==> src/rtl/register_file_pkg.sv <==
// register_file_pkg
//   Shared constants for the architectural register file and its read ports.
//   ROB_WIDTH_DEFAULT : default width of a reorder-buffer tag (must match the ROB)
//   REG_COUNT_DEFAULT : number of architectural registers (x0 hardwired to zero)
//   REG_ID_WIDTH      : width of a register index
//   ZERO_REG          : index of the hardwired-zero register
package register_file_pkg;

  localparam int ROB_WIDTH_DEFAULT = 4;
  localparam int REG_COUNT_DEFAULT = 32;
  localparam int REG_ID_WIDTH      = 5;

  localparam logic [REG_ID_WIDTH-1:0] ZERO_REG = '0;

  // True when an index names a real, writable register.
  function automatic logic is_writable(input logic [REG_ID_WIDTH-1:0] id);
    return id != ZERO_REG;
  endfunction

endpackage

==> src/rtl/register_file_read_port.sv <==
// register_file_read_port
//   One combinational lookup port of the register file. Takes the stored entry
//   selected by rs_id and produces the value/busy/tag seen by issue.
//   - x0 always reads value 0, busy 0, tag 0.
//   - Optional commit bypass, enabled by defining RF_COMMIT_BYPASS_EN: when the
//     ROB commits the very tag this register is waiting on in the current cycle,
//     the committed value is forwarded and the register reads as not busy.
//
//   Ports:
//     rs_id        in   register being looked up
//     entry_value  in   stored value of that register
//     entry_busy   in   stored busy flag
//     entry_tag    in   stored producing ROB tag
//     rdy_in       in   global ready (bypass only applies when high)
//     reg_done     in   ROB commit valid
//     reg_id       in   committed register
//     reg_value    in   committed value
//     reg_tag      in   committed ROB tag
//     rs_value     out  looked-up value
//     rs_busy      out  1 = value still pending in the ROB
//     rs_tag       out  producing ROB tag (meaningful when rs_busy)
module register_file_read_port
  import register_file_pkg::*;
#(
  parameter int ROB_WIDTH = ROB_WIDTH_DEFAULT
) (
  input  logic [REG_ID_WIDTH-1:0] rs_id,
  input  logic [31:0]             entry_value,
  input  logic                    entry_busy,
  input  logic [ROB_WIDTH-1:0]    entry_tag,
  input  logic                    rdy_in,
  input  logic                    reg_done,
  input  logic [REG_ID_WIDTH-1:0] reg_id,
  input  logic [31:0]             reg_value,
  input  logic [ROB_WIDTH-1:0]    reg_tag,
  output logic [31:0]             rs_value,
  output logic                    rs_busy,
  output logic [ROB_WIDTH-1:0]    rs_tag
);

`ifdef RF_COMMIT_BYPASS_EN
  localparam bit BYPASS_EN = 1'b1;
`else
  localparam bit BYPASS_EN = 1'b0;
`endif

  logic bypass_hit;

  // Forward only a commit that retires exactly the rename this register holds;
  // a commit of an older tag must not hide a younger pending rename.
  assign bypass_hit = BYPASS_EN && rdy_in && reg_done && is_writable(rs_id) &&
                      (reg_id == rs_id) && entry_busy && (entry_tag == reg_tag);

  always_comb begin
    // NOTE: every output gets a default first so no path through this block
    // leaves a signal unassigned, which would otherwise infer a latch.
    rs_value = entry_value;
    rs_busy  = entry_busy;
    rs_tag   = entry_tag;
    if (!is_writable(rs_id)) begin
      rs_value = '0;
      rs_busy  = 1'b0;
      rs_tag   = '0;
    end else if (bypass_hit) begin
      rs_value = reg_value;
      rs_busy  = 1'b0;
    end
  end

endmodule

==> src/rtl/register_file.sv <==
// register_file
//   Architectural register file with per-register rename tags. Retires ROB
//   commits into x1..x31, records which ROB entry will produce each register,
//   and serves two combinational source lookups to issue. A mispredict clear
//   drops every rename.
//   Optional feature: define RF_COMMIT_BYPASS_EN to let lookups see a
//   same-cycle commit of the tag a register is waiting on.
//
//   Ports:
//     clk_in         in   system clock
//     rst_in         in   synchronous active-high reset (wins over rdy_in)
//     rdy_in         in   global ready; state frozen when low
//     clear_signal   in   mispredict flush: all busy cleared, issue ignored
//     issue_signal   in   an instruction is issued this cycle
//     issue_rd_id    in   destination register of the issued instruction
//     issue_rob_tag  in   ROB entry allocated to it
//     reg_done       in   ROB commits a register result
//     reg_id         in   committed destination register
//     reg_value      in   committed value
//     reg_tag        in   ROB entry being committed
//     rs1_id/rs2_id  in   source register lookups
//     rsN_value      out  register value
//     rsN_busy       out  1 = value pending in ROB, use rsN_tag
//     rsN_tag        out  producing ROB tag (valid when busy)
module register_file
  import register_file_pkg::*;
#(
  parameter int ROB_WIDTH = ROB_WIDTH_DEFAULT,
  parameter int REG_COUNT = REG_COUNT_DEFAULT
) (
  input  logic                    clk_in,
  input  logic                    rst_in,
  input  logic                    rdy_in,
  input  logic                    clear_signal,
  input  logic                    issue_signal,
  input  logic [REG_ID_WIDTH-1:0] issue_rd_id,
  input  logic [ROB_WIDTH-1:0]    issue_rob_tag,
  input  logic                    reg_done,
  input  logic [REG_ID_WIDTH-1:0] reg_id,
  input  logic [31:0]             reg_value,
  input  logic [ROB_WIDTH-1:0]    reg_tag,
  input  logic [REG_ID_WIDTH-1:0] rs1_id,
  input  logic [REG_ID_WIDTH-1:0] rs2_id,
  output logic [31:0]             rs1_value,
  output logic [31:0]             rs2_value,
  output logic                    rs1_busy,
  output logic                    rs2_busy,
  output logic [ROB_WIDTH-1:0]    rs1_tag,
  output logic [ROB_WIDTH-1:0]    rs2_tag
);

  logic [31:0]          value_q [REG_COUNT];
  logic [ROB_WIDTH-1:0] tag_q   [REG_COUNT];
  logic [REG_COUNT-1:0] busy_q;

  logic commit_en;
  logic rename_en;

  assign commit_en = reg_done && is_writable(reg_id);
  assign rename_en = issue_signal && is_writable(issue_rd_id) && !clear_signal;

  // Statement order matters: the rename is written after the commit's busy
  // clear, so a same-cycle issue to the committed register keeps it busy.
  always_ff @(posedge clk_in) begin
    if (rst_in) begin
      // NOTE: the value/tag arrays are reset here because lookups must read
      // zero straight after reset; this keeps them out of RAM macros.
      for (int i = 0; i < REG_COUNT; i++) begin
        value_q[i] <= '0;
        tag_q[i]   <= '0;
      end
      busy_q <= '0;
    end else if (rdy_in) begin
      // NOTE: non-blocking assignments throughout, so every read in this
      // block sees the pre-edge state regardless of statement order.
      if (commit_en) begin
        value_q[reg_id] <= reg_value;
        // Only the commit of the most recent rename frees the register.
        if (busy_q[reg_id] && (tag_q[reg_id] == reg_tag))
          busy_q[reg_id] <= 1'b0;
      end
      if (clear_signal) begin
        busy_q <= '0;
      end else if (rename_en) begin
        busy_q[issue_rd_id] <= 1'b1;
        tag_q[issue_rd_id]  <= issue_rob_tag;
      end
    end
  end

  register_file_read_port #(.ROB_WIDTH(ROB_WIDTH)) u_rs1_port (
    .rs_id       (rs1_id),
    .entry_value (value_q[rs1_id]),
    .entry_busy  (busy_q[rs1_id]),
    .entry_tag   (tag_q[rs1_id]),
    .rdy_in      (rdy_in),
    .reg_done    (reg_done),
    .reg_id      (reg_id),
    .reg_value   (reg_value),
    .reg_tag     (reg_tag),
    .rs_value    (rs1_value),
    .rs_busy     (rs1_busy),
    .rs_tag      (rs1_tag)
  );

  register_file_read_port #(.ROB_WIDTH(ROB_WIDTH)) u_rs2_port (
    .rs_id       (rs2_id),
    .entry_value (value_q[rs2_id]),
    .entry_busy  (busy_q[rs2_id]),
    .entry_tag   (tag_q[rs2_id]),
    .rdy_in      (rdy_in),
    .reg_done    (reg_done),
    .reg_id      (reg_id),
    .reg_value   (reg_value),
    .reg_tag     (reg_tag),
    .rs_value    (rs2_value),
    .rs_busy     (rs2_busy),
    .rs_tag      (rs2_tag)
  );

endmodule

==> config.mk <==
export PLATFORM = sky130hd
export DESIGN_NAME = register_file
export DESIGN_NICKNAME = d
export VERILOG_FILES = /design/src/rtl/register_file_pkg.sv /design/src/rtl/register_file_read_port.sv /design/src/rtl/register_file.sv
export SDC_FILE = /design/constraint.sdc
export NUM_CORES = 2
export LEC_CHECK = 0
export BUFFER_PORTS_ARGS = -buffer_cell sky130_fd_sc_hd__buf_4
export CAP_MARGIN = 0
export CORE_UTILIZATION = 64
export CTS_BUF_LIST = sky130_fd_sc_hd__clkbuf_16
export DETAILED_ROUTE_END_ITERATION = 8
export PLACE_DENSITY = 0.9
export SYNTH_ARGS = -nofsm -noshare
export SYNTH_HDL_FRONTEND = slang
export SYNTH_HIERARCHICAL = 1
export SYNTH_SLANG_ARGS = --single-unit
==> constraint.sdc <==
create_clock -name clk_in -period 5.25 [get_ports clk_in]
set_input_delay 1.3125 -clock clk_in [delete_from_list [all_inputs] [get_ports clk_in]]
set_output_delay 1.3125 -clock clk_in [all_outputs]
set_load 0.05 [all_outputs]
Yosys cells after proc, flatten, opt, wreduce, memory -nomap -nowiden

Memories as Yosys holds them, arrays and structs flattened.
Index checks and enable logic that the tools add are counted.

Memory bits (writable): 1,152
Output and inout port bits: 74
Input port bits: 66
Register bits after elaboration: 32
Word-level logic and storage cells: 65
Memories: 2

Multiplexer cells: 39
Eq/ne operators: 1
Bitwise logic cells: 3
Order comparisons: 6
Reduce and logical (&&, ||, !) cells: 13

Memory list:

| memory  | words | bits a word | read ports | clocked after Yosys merged registers in | wr ports | RTL line            | text |
|---|---|---|---|---|---|---|---|
| value_q | 32    | 32          | 2          | 0                                       | 32       | register_file.sv:52 | `logic [31:0] value_q [REG_COUNT];` |
| tag_q   | 32    | 4           | 3          | 0                                       | 32       | register_file.sv:53 | `logic [ROB_WIDTH-1:0] tag_q [REG_COUNT];` |

Operator list:

| cell                                                                                | number |
|---|---|
| 32-bit 2-to-1 mux                                                                   | 9 |
| 32-bit bitwise AND                                                                  | 1 |
| 32-bit inverter                                                                     | 1 |
| 32-bit bitwise OR                                                                   | 1 |
| 32-bit OR reduction                                                                 | 1 |
| 5-bit by 6-bit < comparator with 1-bit output, second input constant                | 4 |
| 1-bit 2-to-1 mux                                                                    | 20 |
| 5-bit nonzero test                                                                  | 4 |
| 1-bit binary-select mux with 5-bit select                                           | 3 |
| 4-bit 2-to-1 mux                                                                    | 3 |
| 1-bit demux with 5-bit select                                                       | 2 |
| 5-bit by 1-bit greater-or-equal comparator with 1-bit output, second input constant | 2 |
| 5-bit 2-to-1 mux                                                                    | 2 |
| 1-bit logical AND                                                                   | 6 |
| 4-bit == test                                                                       | 1 |
| 4-bit OR reduction                                                                  | 1 |
| 1-bit logical NOT                                                                   | 1 |

Depth between registers and ports, before layout

Word-level depth: 13
Depth in mapped cells: 11
Gate-level depth less buffers: 7

Cells and area by module

The synthesis kept the hierarchy.

Modules (own cells, without submodules):

| module                  | cells an instance | seq. area each (µm²) | instances | area an instance (µm²) |
|---|---|---|---|---|
| register_file           | 3,945             | 35,233.8             | 1         | 64,266.6 |
| register_file_read_port | 45                | 0.0                  | 2         | 359.1 |

Worst setup path after synthesis

OpenSTA, ideal clock, no wires.

Kind: input to output
From: input port rs2_id[1]
To: output port rs2_busy
Setup slack: -0.014 ns
Cell stages on the path: 7
Buffers on the path: 3
Required time: 3.938 ns
Arrival: 3.951 ns
Cell sequence: clkbuf_1 > clkbuf_1 > buf_1 > mux4_2 > mux4_2 > mux2_2 > a21boi_0

Word-level cells in the longest chain between the ends: 3
Elaborated cells on any way between the ends: 4
Those cells by class: mux: 3; reduce/logical: 1

RTL lines:

| item                                      | RTL line                      | text |
|---|---|---|
| from (decl)                               | register_file.sv:43           | `input logic [REG_ID_WIDTH-1:0] rs2_id,` |
| 1-bit binary-select mux with 5-bit select | register_file.sv:109          | `.entry_busy (busy_q[rs2_id]),` |
| 1-bit 2-to-1 mux (implied by the code)    | register_file.sv:109          |  |
| 1-bit 2-to-1 mux (*)                      | register_file_read_port.sv:60 | `if (!is_writable(rs_id)) begin` |
| to (decl)                                 | register_file.sv:47           | `output logic rs2_busy,` |

Every way passes the cells marked *; elsewhere a longest branch is shown, timed or not. The select of a mux whose other input is x is not followed.

Final worst setup path

From: input port rs2_id[0]
To: output port rs2_value[20]

Word-level cells in the longest chain between the ends: 2
Elaborated cells on any way between the ends: 3
Those cells by class: mux: 1; reduce/logical: 1; memory: 1

RTL lines:

| item                                                     | RTL line                      | text |
|---|---|---|
| memory 32 x 32 bit or 5-bit nonzero test (tied branches) | n/a                           |  |
| 32-bit 2-to-1 mux (*)                                    | register_file_read_port.sv:60 |  |
| to (decl)                                                | register_file.sv:45           | `output logic [31:0] rs2_value,` |

Every way passes the cells marked *; elsewhere a longest branch is shown, timed or not.

==> impl_metrics.yaml <==
job:
  drv_cap: 0
cells_and_area:
  final_cell_area_sq_um: 72520
  drive_above_1_share_pct: 34.38
  regArea_sq_um: 35230
  area_growth_pct: 11.60
  fin_nets: 4153
  fillers: 5383
  multiInputGateArea_sq_um: 28280
  final_util_pct: 72.31
synth:
  synth-simple-area-share_pct: 13.00
  yosys-top-cells-count: "edfxtp_1, and2_1, mux4_2"
  synth.mux.area_fraction_pct: 28.23
  synthAdderAreaFrac_pct: 0
  synth_compound_area_share_pct: 1.648
  ys_types: 46
  synthXorXnorAreaFrac_pct: 0.05391
  synth.most_common_cell: "edfxtp_1"
  synth_edf_count: 1152
  synthCells: 4035
  syn_area_sq_um: 64980
  yosysTopAreaCell: "edfxtp_1"
  synth_area_leaders: "edfxtp_1, mux4_2, and2_1, clkbuf_1, mux2_2"
  async_reset_ff_share_pct: 0
  yosysWarnings: 6
  syn_avg_cell_area_sq_um: 16.11
  ys_ff_latch: 1184
  dominantRegCellSynth: "edfxtp_1"
  synth.top_cell.area_share_pct: 53.23
  synth_top_family_by_area: "multiplexers"
  yosysSeqAreaShare_pct: 54.22
clocking:
  post_cts.repair.setup_buffers: 0
  cts-buffers-inserted: 116
  cts_tree: "done"
  cts_buffer_depth: 3
  cts_root_buf: "clkbuf_16"
  cts_hold_buf: 0
  clock_latency_ps: 730
  cts_resized: 0
  clock_sinks: 1184
  clk_pin_slew_ps: 70
  htree_levels: 3
die:
  core-area_sq_um: 100300
  die_w_um: 320.7
  die-area_sq_um: 102800
  dieHeight_um: 320.7
  io_pins: 140
  num_rows: 116
  start_util_pct: 64.80
critical_path:
  startpoint: "rs2_id[0]"
  cp_data_required_time_ps: 3940
  critical_path_class: "in -> out"
  cp_slowest_stage_delay_ps: 550
  slowest_stage: "mux4_2"
  cp_cell_sequence: "buf_8 -> buf_12 -> mux4_2 -> mux4_2 -> mux2_2 -> a21boi_1 -> buf_4"
  worstSetupEndpoint: "rs2_value[20]"
  ff2ff_setup_slack_ps: 2740
  end_kind: "output port"
  cp_max_fo: 32
  cpMostUsedCell: "mux4_2"
  cp_data_arrival_time_ps: 3860
  r2r_end: "busy_q[3]"
  start_kind: "input port"
  reg2regPathDepth: 7
  rr_startpoint: "tag_q[18][1]"
placed_design:
  place.gp.congestion: 0.9365
  port_buffers: 139
  dpl.hpwl_um: 121200
  placed_area_sq_um: 68620
  pre_cts_slack_ps: 219.0
sta:
  tightest_slew_ps: 1113
  fin_skew_ps: 14.22
  fin_crit_ps: 5171
  grt_setup_unrepaired: "false"
  finalSetupViolCount: 0
  fin_crit_sh_pct: 98.50
  max_freq_mhz: 193.4
  hold_viol: 0
  fin_ws_ps: 78.51
  fin_setup_tns_ps: 0
  slew_headroom_pct: 25.23
  slew_viol_final: 0
min_path:
  hp-class: "reg -> reg"
pwr:
  ir_worst_vdd_mv: 0.3116
  powerDensity_nw_per_um2: 322.3
  p_leak_nw: 24.89
grt:
  grt_overflow: 0
  grt_pass1_vias: 45080
  grt_pass1_wl_um: 312800
  antenna_found_initial: 18
  grtUsageTotal_pct: 43.18
  grt_max_degree: 64
drt:
  via_count: 44330
  routedWlPerCell_um: 39.40
  drt_iter0_drc: 8686
  wirelength_um: 218900
  vias_per_cell: 7.978
  drc_errors: 0
  ant_nets: 0
  drt_pass1_iterations: 8
status:
  outcome: "finished clean"
critical path: cells and delay by family:
| family | cells | cell delay [ps] |
|---|---|---|
| multiplexers | 3 | 1380 |
| buffers and inverters | 3 | 910 |
| AO/OA/AOI/OAI | 1 | 220 |
report_power, final:
group	internal [mW]	total [mW]	switching, mW
registers	10.9	11.2	0.338
clock network	4.86	8.69	3.83
logic	1.52	3.49	1.98
flip-flops by register name (all words and copies together) (netlist names):
register,count
tag_q,128
value_q,1024
busy_q,32
routing by layer:
| layer | vias to the layer above | wire length [um] | track usage, % |
|---|---|---|---|
| met5 | - | 174 | 0.2837 |
| met4 | 16 | 19340 | 30.48 |
| met3 | 1514 | 37710 | 15.95 |
| met2 | 5461 | 99270 | 64.99 |
| met1 | 21480 | 62430 | 51.85 |
| li1 | 15860 | - | - |
final cells by class:
type,count,area share (%)
inverters,6,0.03105
flip-flops and latches,1184,48.58
clock inverters,103,1.346
diodes,11,0.03796
repair buffers,323,4.660
well taps,1357,2.341
multi-input cells,2456,39.00
clock buffers,116,4.003
metrics by stage:
step           total power [mW]  hold slack (ps)  std cells
4_1_cts                   23.18            502.4       5545
5_1_grt                   23.70            532.6       5550
2_1_floorplan             13.43            461.2       4070
3_3_place_gp              14.52            481.6       5325
3_5_place_dp              14.66            488.2       5326
6_report                  23.37            507.5       5556
cell usage in the layout (no fill, tap or decap), types with 7 or more instances in the layout:
cell type	count
conb_1	36
bufinv_16	17
o22ai_1	23
buf_12	73
clkbuf_16	116
nand2_1	18
dfxtp_1	32
inv_1	31
a21oi_1	61
buf_4	243
edfxtp_1	1152
nor2_1	50
nor4_1	35
nand3b_1	7
diode_2	11
nor2_4	31
clkinv_2	20
mux2i_1	48
a21boi_1	68
and2_1	1118
nand3_1	7
mux4_2	755
mux2_2	74
clkinv_1	23
or2_2	64
worst min path at each step:
stage	slack (ps)	cells past startpoint	to	startpoint
floorplan	460	1	busy_q[0]	busy_q[0]
global placement	480	1	busy_q[0]	busy_q[0]
detailed placement	490	1	busy_q[0]	busy_q[0]
CTS	500	1	busy_q[0]	busy_q[0]
global route	530	1	busy_q[0]	busy_q[0]
finish	510	1	busy_q[0]	busy_q[0]
kinds of logic after synthesis:
kind of cell,count (synthesis)
mux,878
simple gates,1374
xor+xnor,4
compound gates,164
other cells,1
buf+inv,430
flops,1184
(Power assumes the default switching activity.)
